[src/rtl/fruit_catch_unit.sv]
// Falling-fruit game core: spawns one fruit at an LFSR-chosen column, drops it one
// pixel every FALL_DIV cycles and scores a catch or a miss against the basket.
module fruit_catch_unit #(
  parameter int         SCREEN_WIDTH = 160,
  parameter int         BASKET_WIDTH = 15,
  parameter int         FRUIT_SIZE   = 4,
  parameter int         BASKET_Y     = 110,
  parameter int         FALL_DIV     = 833333,
  parameter int         MAX_MISSES   = 3,
  parameter logic [7:0] LFSR_SEED    = 8'hA5
) (
  input  logic       Clock,
  input  logic       Reset,
  input  logic       start,
  input  logic [7:0] X_basket,
  output logic [7:0] X_fruit,
  output logic [6:0] Y_fruit,
  output logic       fruit_valid,
  output logic       catch_pulse,
  output logic       miss_pulse,
  output logic [9:0] score,
  output logic [1:0] misses,
  output logic       game_over
);

  localparam int                TICK_W    = (FALL_DIV > 1) ? $clog2(FALL_DIV) : 1;
  localparam logic [TICK_W-1:0] TICK_LAST = TICK_W'(FALL_DIV - 1);
  localparam logic [TICK_W-1:0] TICK_ONE  = TICK_W'(1);
  localparam logic [7:0]        X_MAX     = 8'(SCREEN_WIDTH - FRUIT_SIZE);
  localparam logic [7:0]        Y_LAND    = 8'(BASKET_Y);
  localparam logic [7:0]        FS8       = 8'(FRUIT_SIZE);
  localparam logic [8:0]        FS9       = 9'(FRUIT_SIZE);
  localparam logic [8:0]        BW9       = 9'(BASKET_WIDTH);
  localparam logic [2:0]        MISS_END  = 3'(MAX_MISSES);
  localparam logic [9:0]        SCORE_MAX = 10'd999;

  typedef enum logic [2:0] {
    S_IDLE,
    S_SPAWN,
    S_FALL,
    S_CHECK,
    S_OVER
  } state_t;

  state_t            state_reg, state_next;
  logic [7:0]        x_reg, x_next;
  logic [6:0]        y_reg, y_next;
  logic [TICK_W-1:0] tick_reg, tick_next;
  logic              valid_reg, valid_next;
  logic              catch_reg, catch_next;
  logic              miss_reg, miss_next;
  logic [9:0]        score_reg, score_next;
  logic [1:0]        misses_reg, misses_next;
  logic              over_reg, over_next;
  logic [7:0]        lfsr_reg;

  logic              lfsr_fb;
  logic [6:0]        y_inc;
  logic              landed;
  logic              hit;
  logic [2:0]        miss_count;
  logic [7:0]        spawn_x;

  // x^8+x^6+x^5+x^4+1, shifting toward the MSB
  assign lfsr_fb    = lfsr_reg[7] ^ lfsr_reg[5] ^ lfsr_reg[4] ^ lfsr_reg[3];
  assign y_inc      = y_reg + 7'd1;
  assign landed     = ({1'b0, y_inc} + FS8) == Y_LAND;
  // 9-bit compare so basket/fruit right edges near 255 cannot wrap
  assign hit        = (({1'b0, x_reg} + FS9) > {1'b0, X_basket}) &&
                      ({1'b0, x_reg} < ({1'b0, X_basket} + BW9));
  assign miss_count = {1'b0, misses_reg} + 3'd1;
  assign spawn_x    = (lfsr_reg <= X_MAX) ? lfsr_reg : lfsr_reg - (X_MAX + 8'd1);

  always_ff @(posedge Clock) begin
    if (Reset) begin
      state_reg  <= S_IDLE;
      x_reg      <= 8'd0;
      y_reg      <= 7'd0;
      tick_reg   <= '0;
      valid_reg  <= 1'b0;
      catch_reg  <= 1'b0;
      miss_reg   <= 1'b0;
      score_reg  <= 10'd0;
      misses_reg <= 2'd0;
      over_reg   <= 1'b0;
      lfsr_reg   <= LFSR_SEED;
    end else begin
      state_reg  <= state_next;
      x_reg      <= x_next;
      y_reg      <= y_next;
      tick_reg   <= tick_next;
      valid_reg  <= valid_next;
      catch_reg  <= catch_next;
      miss_reg   <= miss_next;
      score_reg  <= score_next;
      misses_reg <= misses_next;
      over_reg   <= over_next;
      lfsr_reg   <= {lfsr_reg[6:0], lfsr_fb};
    end
  end

  always_comb begin
    state_next  = state_reg;
    x_next      = x_reg;
    y_next      = y_reg;
    tick_next   = tick_reg;
    valid_next  = valid_reg;
    catch_next  = 1'b0;
    miss_next   = 1'b0;
    score_next  = score_reg;
    misses_next = misses_reg;
    over_next   = over_reg;

    case (state_reg)
      S_IDLE: begin
        if (start) begin
          score_next  = 10'd0;
          misses_next = 2'd0;
          state_next  = S_SPAWN;
        end
      end
      S_SPAWN: begin
        x_next     = spawn_x;
        y_next     = 7'd0;
        tick_next  = '0;
        valid_next = 1'b1;
        state_next = S_FALL;
      end
      S_FALL: begin
        if (tick_reg == TICK_LAST) begin
          tick_next = '0;
          y_next    = y_inc;
          if (landed) begin
            state_next = S_CHECK;
          end
        end else begin
          tick_next = tick_reg + TICK_ONE;
        end
      end
      S_CHECK: begin
        if (hit) begin
          score_next = (score_reg == SCORE_MAX) ? score_reg : score_reg + 10'd1;
          catch_next = 1'b1;
          state_next = S_SPAWN;
        end else begin
          misses_next = misses_reg + 2'd1;
          miss_next   = 1'b1;
          if (miss_count == MISS_END) begin
            valid_next = 1'b0;
            over_next  = 1'b1;
            state_next = S_OVER;
          end else begin
            state_next = S_SPAWN;
          end
        end
      end
      S_OVER: begin
        if (start) begin
          score_next  = 10'd0;
          misses_next = 2'd0;
          over_next   = 1'b0;
          state_next  = S_SPAWN;
        end
      end
      default: state_next = S_IDLE;
    endcase
  end

  assign X_fruit     = x_reg;
  assign Y_fruit     = y_reg;
  assign fruit_valid = valid_reg;
  assign catch_pulse = catch_reg;
  assign miss_pulse  = miss_reg;
  assign score       = score_reg;
  assign misses      = misses_reg;
  assign game_over   = over_reg;

endmodule

[config.mk]
export PLATFORM = sky130hd
export DESIGN_NAME = fruit_catch_unit
export DESIGN_NICKNAME = d
export VERILOG_FILES = /design/src/rtl/fruit_catch_unit.sv
export SDC_FILE = /design/constraint.sdc
export NUM_CORES = 1
export LEC_CHECK = 0
export BUFFER_PORTS_ARGS = -buffer_cell sky130_fd_sc_hd__buf_2
export CORE_MARGIN = 4
export CORE_UTILIZATION = 56
export DETAILED_ROUTE_END_ITERATION = 12
export GPL_TIMING_DRIVEN = 1
export HOLD_SLACK_MARGIN = 0.1
export PLACE_DENSITY = 0.77
export SLEW_MARGIN = 40
export SYNTH_ARGS = -nofsm -noshare
export SYNTH_HDL_FRONTEND = slang
export SYNTH_SLANG_ARGS = --single-unit
[constraint.sdc]
create_clock -name Clock -period 5 [get_ports Clock]
set_input_delay 1.25 -clock Clock [delete_from_list [all_inputs] [get_ports Clock]]
set_output_delay 1.25 -clock Clock [all_outputs]
set_load 0.01 [all_outputs]
Yosys cells after proc, flatten, opt, wreduce, memory -nomap -nowiden
Cells that the tools add are included.

cells by class
  mux-type cells = 27
  magnitude comparators = 3
  bitwise logic cells = 4
  equal/unequal tests = 16
  $add $sub $neg = 9
  reduce and logical (&&, ||, !) cells = 14

operator list
  cell                                                    count
  case mux 20 bit (2 select lines)                        1
  two-way mux 10 bit                                      3
  adder 20 x 1 -> 20 bit (second input constant)          1
  == test 20 bit (second input constant)                  1
  two-way mux 20 bit                                      1
  case mux 10 bit (2 select lines)                        1
  two-way mux 3 bit                                       5
  != test 2 bit (second input constant)                   7
  case mux 7 bit (2 select lines)                         1
  case mux 3 bit (4 select lines)                         1
  adder 10 x 1 -> 10 bit (second input constant)          1
  == test 10 bit (second input constant)                  1
  adder 8 x 3 -> 9 bit (second input constant)            1
  adder 8 x 4 -> 9 bit (second input constant)            1
  == test 3 x 2 -> 1 bit (second input constant)          3
  greater-than comparator 9 x 8 -> 1 bit                  1
  < comparator 8 x 9 -> 1 bit                             1
  AND reduction 3 bit                                     3
  adder 7 x 3 -> 8 bit (second input constant)            1
  == test 8 x 7 -> 1 bit (second input constant)          1
  less-or-equal comparator 8 bit (second input constant)  1
  two-way mux 8 bit                                       1
  AND reduction 4 bit                                     2
  nonzero test 2 bit                                      4
  18 further kinds                                        29

storage, ports and cells
  flip-flop bits (word level) = 62
  output and inout port bits = 31

Longest topological paths before layout
  word-level depth = 6
  mapped depth = 14
  mapped depth without buffers = 12

Worst setup path before layout
Ideal clock, no wire load.

  kind = input -> register
  start = input X_basket[0]
  end = register score_reg[5], in the netlist score[5]
  cell stages on the path = 13
  setup time = 59 ps
  data arrival time = 3601 ps
  setup slack = 1340 ps
  path through = inv_1 ha_1 or3b_1 nand3_1 xnor2_1 ha_1 nand3_1 a21oi_1 a21boi_0 a211o_1 buf_6 or4_1 nand2_1

on the way
  word-level cells in the longest chain between the ends = 5
  elaborated cells between the ends (all ways) = 6
  those cells by class = add/sub: 1; order compare: 2; eq/ne: 1; reduce/logical: 2

ends and longest elaborated chain
  element                                 RTL line  source
  start: declaration                      15        input logic [7:0] X_basket,
  adder 8 x 4 -> 9 bit                    70        ({1'b0, x_reg} < ({1'b0, X_basket} + BW9));
  < comparator 8 x 9 -> 1 bit             70
  logical AND 1 bit *                     69        assign hit = (({1'b0, x_reg} + FS9) > {1'b0, X_basket}) &&
  != test 2 bit (no source line) *        n/a
  AND reduction 4 bit (no source line) *  n/a
  end signal: assignment                  95        score_reg <= score_next;
  end: declaration                        52        logic [9:0] score_reg, score_next;

Every way passes the cells marked *; elsewhere a longest branch is shown, timed or not.
A chain may end at the register's enable or synchronous reset.

Worst setup path after layout
  start = input X_basket[0]
  end = register score_reg[9], in the netlist score[9]

Same word-level chain as after synthesis.

==> impl_metrics.py <==
metrics = {
    "outcome": {
        "outcome": "completed",
    },
    "floorplan": {
        "rows": 29,
        "floorplan.die_area_mm2": 0.00790,
        "coreArea_mm2": 0.00635,
        "fp.dieW_um": 88.9,
        "die_y_um": 88.9,
        "initial_core_util_pct": 57.7,
        "ioPinCount": 42,
    },
    "routing": {
        "drcViolationCount": 0,
        "num_vias": 3414,
        "drtAntennaViolNets": 0,
        "drt-vias-per-instance": 6.09,
        "detailedRoute.firstIterationViolations": 138,
        "firstDrtPassIters": 4,
        "drt-wirelength-per-cell_um": 14.2,
        "drt_wl_total_um": 7950,
    },
    "sta": {
        "slew_headroom_pct": 47.7,
        "layout_min_cycle_time_ns": 3.84,
        "fmax_mhz": 260,
        "whs_ns": 0.477,
        "rsz0062_at_grt": "no",
        "fin_crit_sh_pct": 76.8,
        "hold_violations": 0,
        "worst_slew_pin_slew_ns": 0.779,
        "finalSetupTns_ns": 0,
        "fin_skew_ns": 0.0107,
        "slew_viol_final": 0,
        "setup_viol": 0,
    },
    "cts": {
        "cts_setup_buffers": 0,
        "path_clk_slew_ns": 0.07,
        "cts_sinks": 62,
        "clock_path_buffers": 2,
        "cts_hold_buf": 0,
        "cts-htree-levels": 3,
        "cts_resized": 0,
        "cts-buffers-inserted": 9,
        "clock_latency_ns": 0.34,
        "cts_tree": "yes",
        "cts-root-buf": "clkbuf_8",
    },
    "layout": {
        "design_area_mm2": 0.00410,
        "layout-drive-gt1-share_pct": 13.6,
        "fillers": 549,
        "area_growth_pct": 11.7,
        "fin_nets": 516,
        "utilization_pct": 64.5,
        "diodes": 0,
        "largest_register_ffs": 20,
    },
    "logic_synthesis": {
        "synth_area_leader_cell": "dfxtp_1",
        "synth_seq_area_share_pct": 33.9,
        "synth.most_common_cell": "dfxtp_1",
        "yosysWarnings": 0,
        "synth_ff_type": "dfxtp_1",
        "ys_ff_latch": 62,
        "syn-mean-instance-area_um2": 8.15,
        "synth_area_leaders": "dfxtp_1 34%, ha_1 8.9%, a21oi_1 4.6%",
        "syn_nets": 487,
        "synth_edf_count": 0,
        "synth_top_area_share_pct": 33.9,
        "synthArstFlopShare_pct": 0,
        "syn_area_mm2": 0.00367,
        "synthTopCellsByCount": "62 x dfxtp_1, 41 x nor2_1, 35 x nand2_1, 34 x a21oi_1, 27 x nand3_1",
        "netlist_instances": 450,
        "synth_cell_type_count": 53,
    },
    "global_routing": {
        "grt_overflow": 0,
        "grt_pass1_wl_um": 13700,
        "grt_max_degree": 52,
        "antenna_found_initial": 0,
        "grt_pass1_vias": 3076,
        "grt_util_all_layers_pct": 21.6,
    },
    "run": {
        "drv_cap": 0,
    },
    "placement": {
        "routabilityCongestion": 0.893,
        "hpwlAfterDp_um": 5660,
        "portBuffers": 41,
        "dpl-instance-area_mm2": 0.00388,
    },
    "worst_setup_path": {
        "worst-path-max-fanout": 24,
        "crit_required_ns": 5.27,
        "worstSetupPathType": "input pin to flop",
        "worstPathArrival_ns": 4.11,
        "cp-end-kind": "flop",
        "r2r_setup_slack_ns": 2.08,
        "crit_path_start_kind": "input pin",
    },
    "power_and_ir_drop": {
        "max-vdd-ir-drop_mv": 0.252,
        "p_per_area_mw_per_mm2": 302,
        "leakagePower_nw": 1.63,
    },
    "min_path": {
        "min_path_type": "flop to flop",
    },
}
## report_power, final
part | switching (mW) | internal (mW) | total, mW
Sequential | 0.0275 | 0.514 | 0.541
Clock | 0.189 | 0.293 | 0.482
Combinational | 0.130 | 0.0819 | 0.212
## worst paths after layout
check / startpoint / end / cells after the start
min: game_over$_SDFFE_PP0P_ / game_over$_SDFFE_PP0P_ / 2
max: X_basket[0] / score[9]$_SDFFE_PP0P_ / 13
max reg2reg: X_fruit[2]$_SDFFE_PP0P_ / score[9]$_SDFFE_PP0P_ / 9
min reg2reg: game_over$_SDFFE_PP0P_ / game_over$_SDFFE_PP0P_ / 2
## worst max-delay path: stages
cell and delay [ns]:
buf_2 0.12, inv_1 0.08, ha_1 0.18, or3b_1 0.43
nand3_1 0.13, xnor2_1 0.12, ha_1 0.26, nand3_1 0.09
a21oi_1 0.04, a21boi_0 0.14, a211o_1 0.53, or4_1 0.59
a21oi_1 0.15
## cell type report
| class | count | area (µm²) | share of cell area (%) |
|---|---|---|---|
| sequential | 62 | 1240 | 30.3 |
| multi-input combinational | 348 | 2270 | 55.5 |
| tap | 77 | 96.3 | 2.35 |
| clock buffer | 12 | 145 | 3.54 |
| timing repair buffer | 41 | 208 | 5.07 |
| inverter | 17 | 63.8 | 1.56 |
| clock inverter | 4 | 70.1 | 1.71 |
## layout by cell type, fill, tap and decap left out, types with 4 or more instances in the layout
cell      synthesis  final
nor2b_1           7      7
xnor2_1          14     14
and4_1            5      5
a21oi_1          34     33
nor2_1           41     40
ha_1             26     26
nor3_1           11     11
or4_1             6      6
nand3b_1          4      4
o21ai_0          12     12
o211ai_1          6      6
inv_1            17     17
clkbuf_8          0     10
and3_1           13     13
a311oi_1          8      8
nand2_1          35     35
nand3_1          27     27
dfxtp_1          62     62
a31oi_1           6      6
buf_2             5     40
nand2b_1          8      8
a211oi_1         12     12
nand4_1          11     11
or3_1            13     13
xor2_1            6      6
mux2i_1           4      4
## routing by layer
metal / vias up / wire [µm] / GRT usage (%)
met1: 1620 / 3880 / 29.1
met5: - / 0 / 0
met4: 0 / 123 / 8.79
met2: 72 / 3530 / 33.7
met3: 10 / 420 / 4.61
li1: 1712 / - / -
## cells by family (layout without fill, tap and decap cells)
| group | count (synthesis) | count (layout) | share of synthesized area [%] |
|---|---|---|---|
| fa+ha+maj | 26 | 26 | 8.87 |
| buf+inv | 40 | 74 | 4.47 |
| compound gates | 99 | 99 | 17.6 |
| simple gates | 198 | 198 | 29.0 |
| xor+xnor | 20 | 20 | 4.78 |
| flops | 62 | 62 | 33.9 |
| mux | 5 | 5 | 1.40 |
## through the flow
step	total power [mW]	setup WS, ns	instances
floorplan	0.708	1.34	450
global placement	0.756	0.930	545
detailed placement	0.763	0.825	545
CTS	1.24	1.19	561
global route	1.30	0.964	561
finish	1.24	1.16	561
No activity file was read; power rests on OpenSTA's default activity.
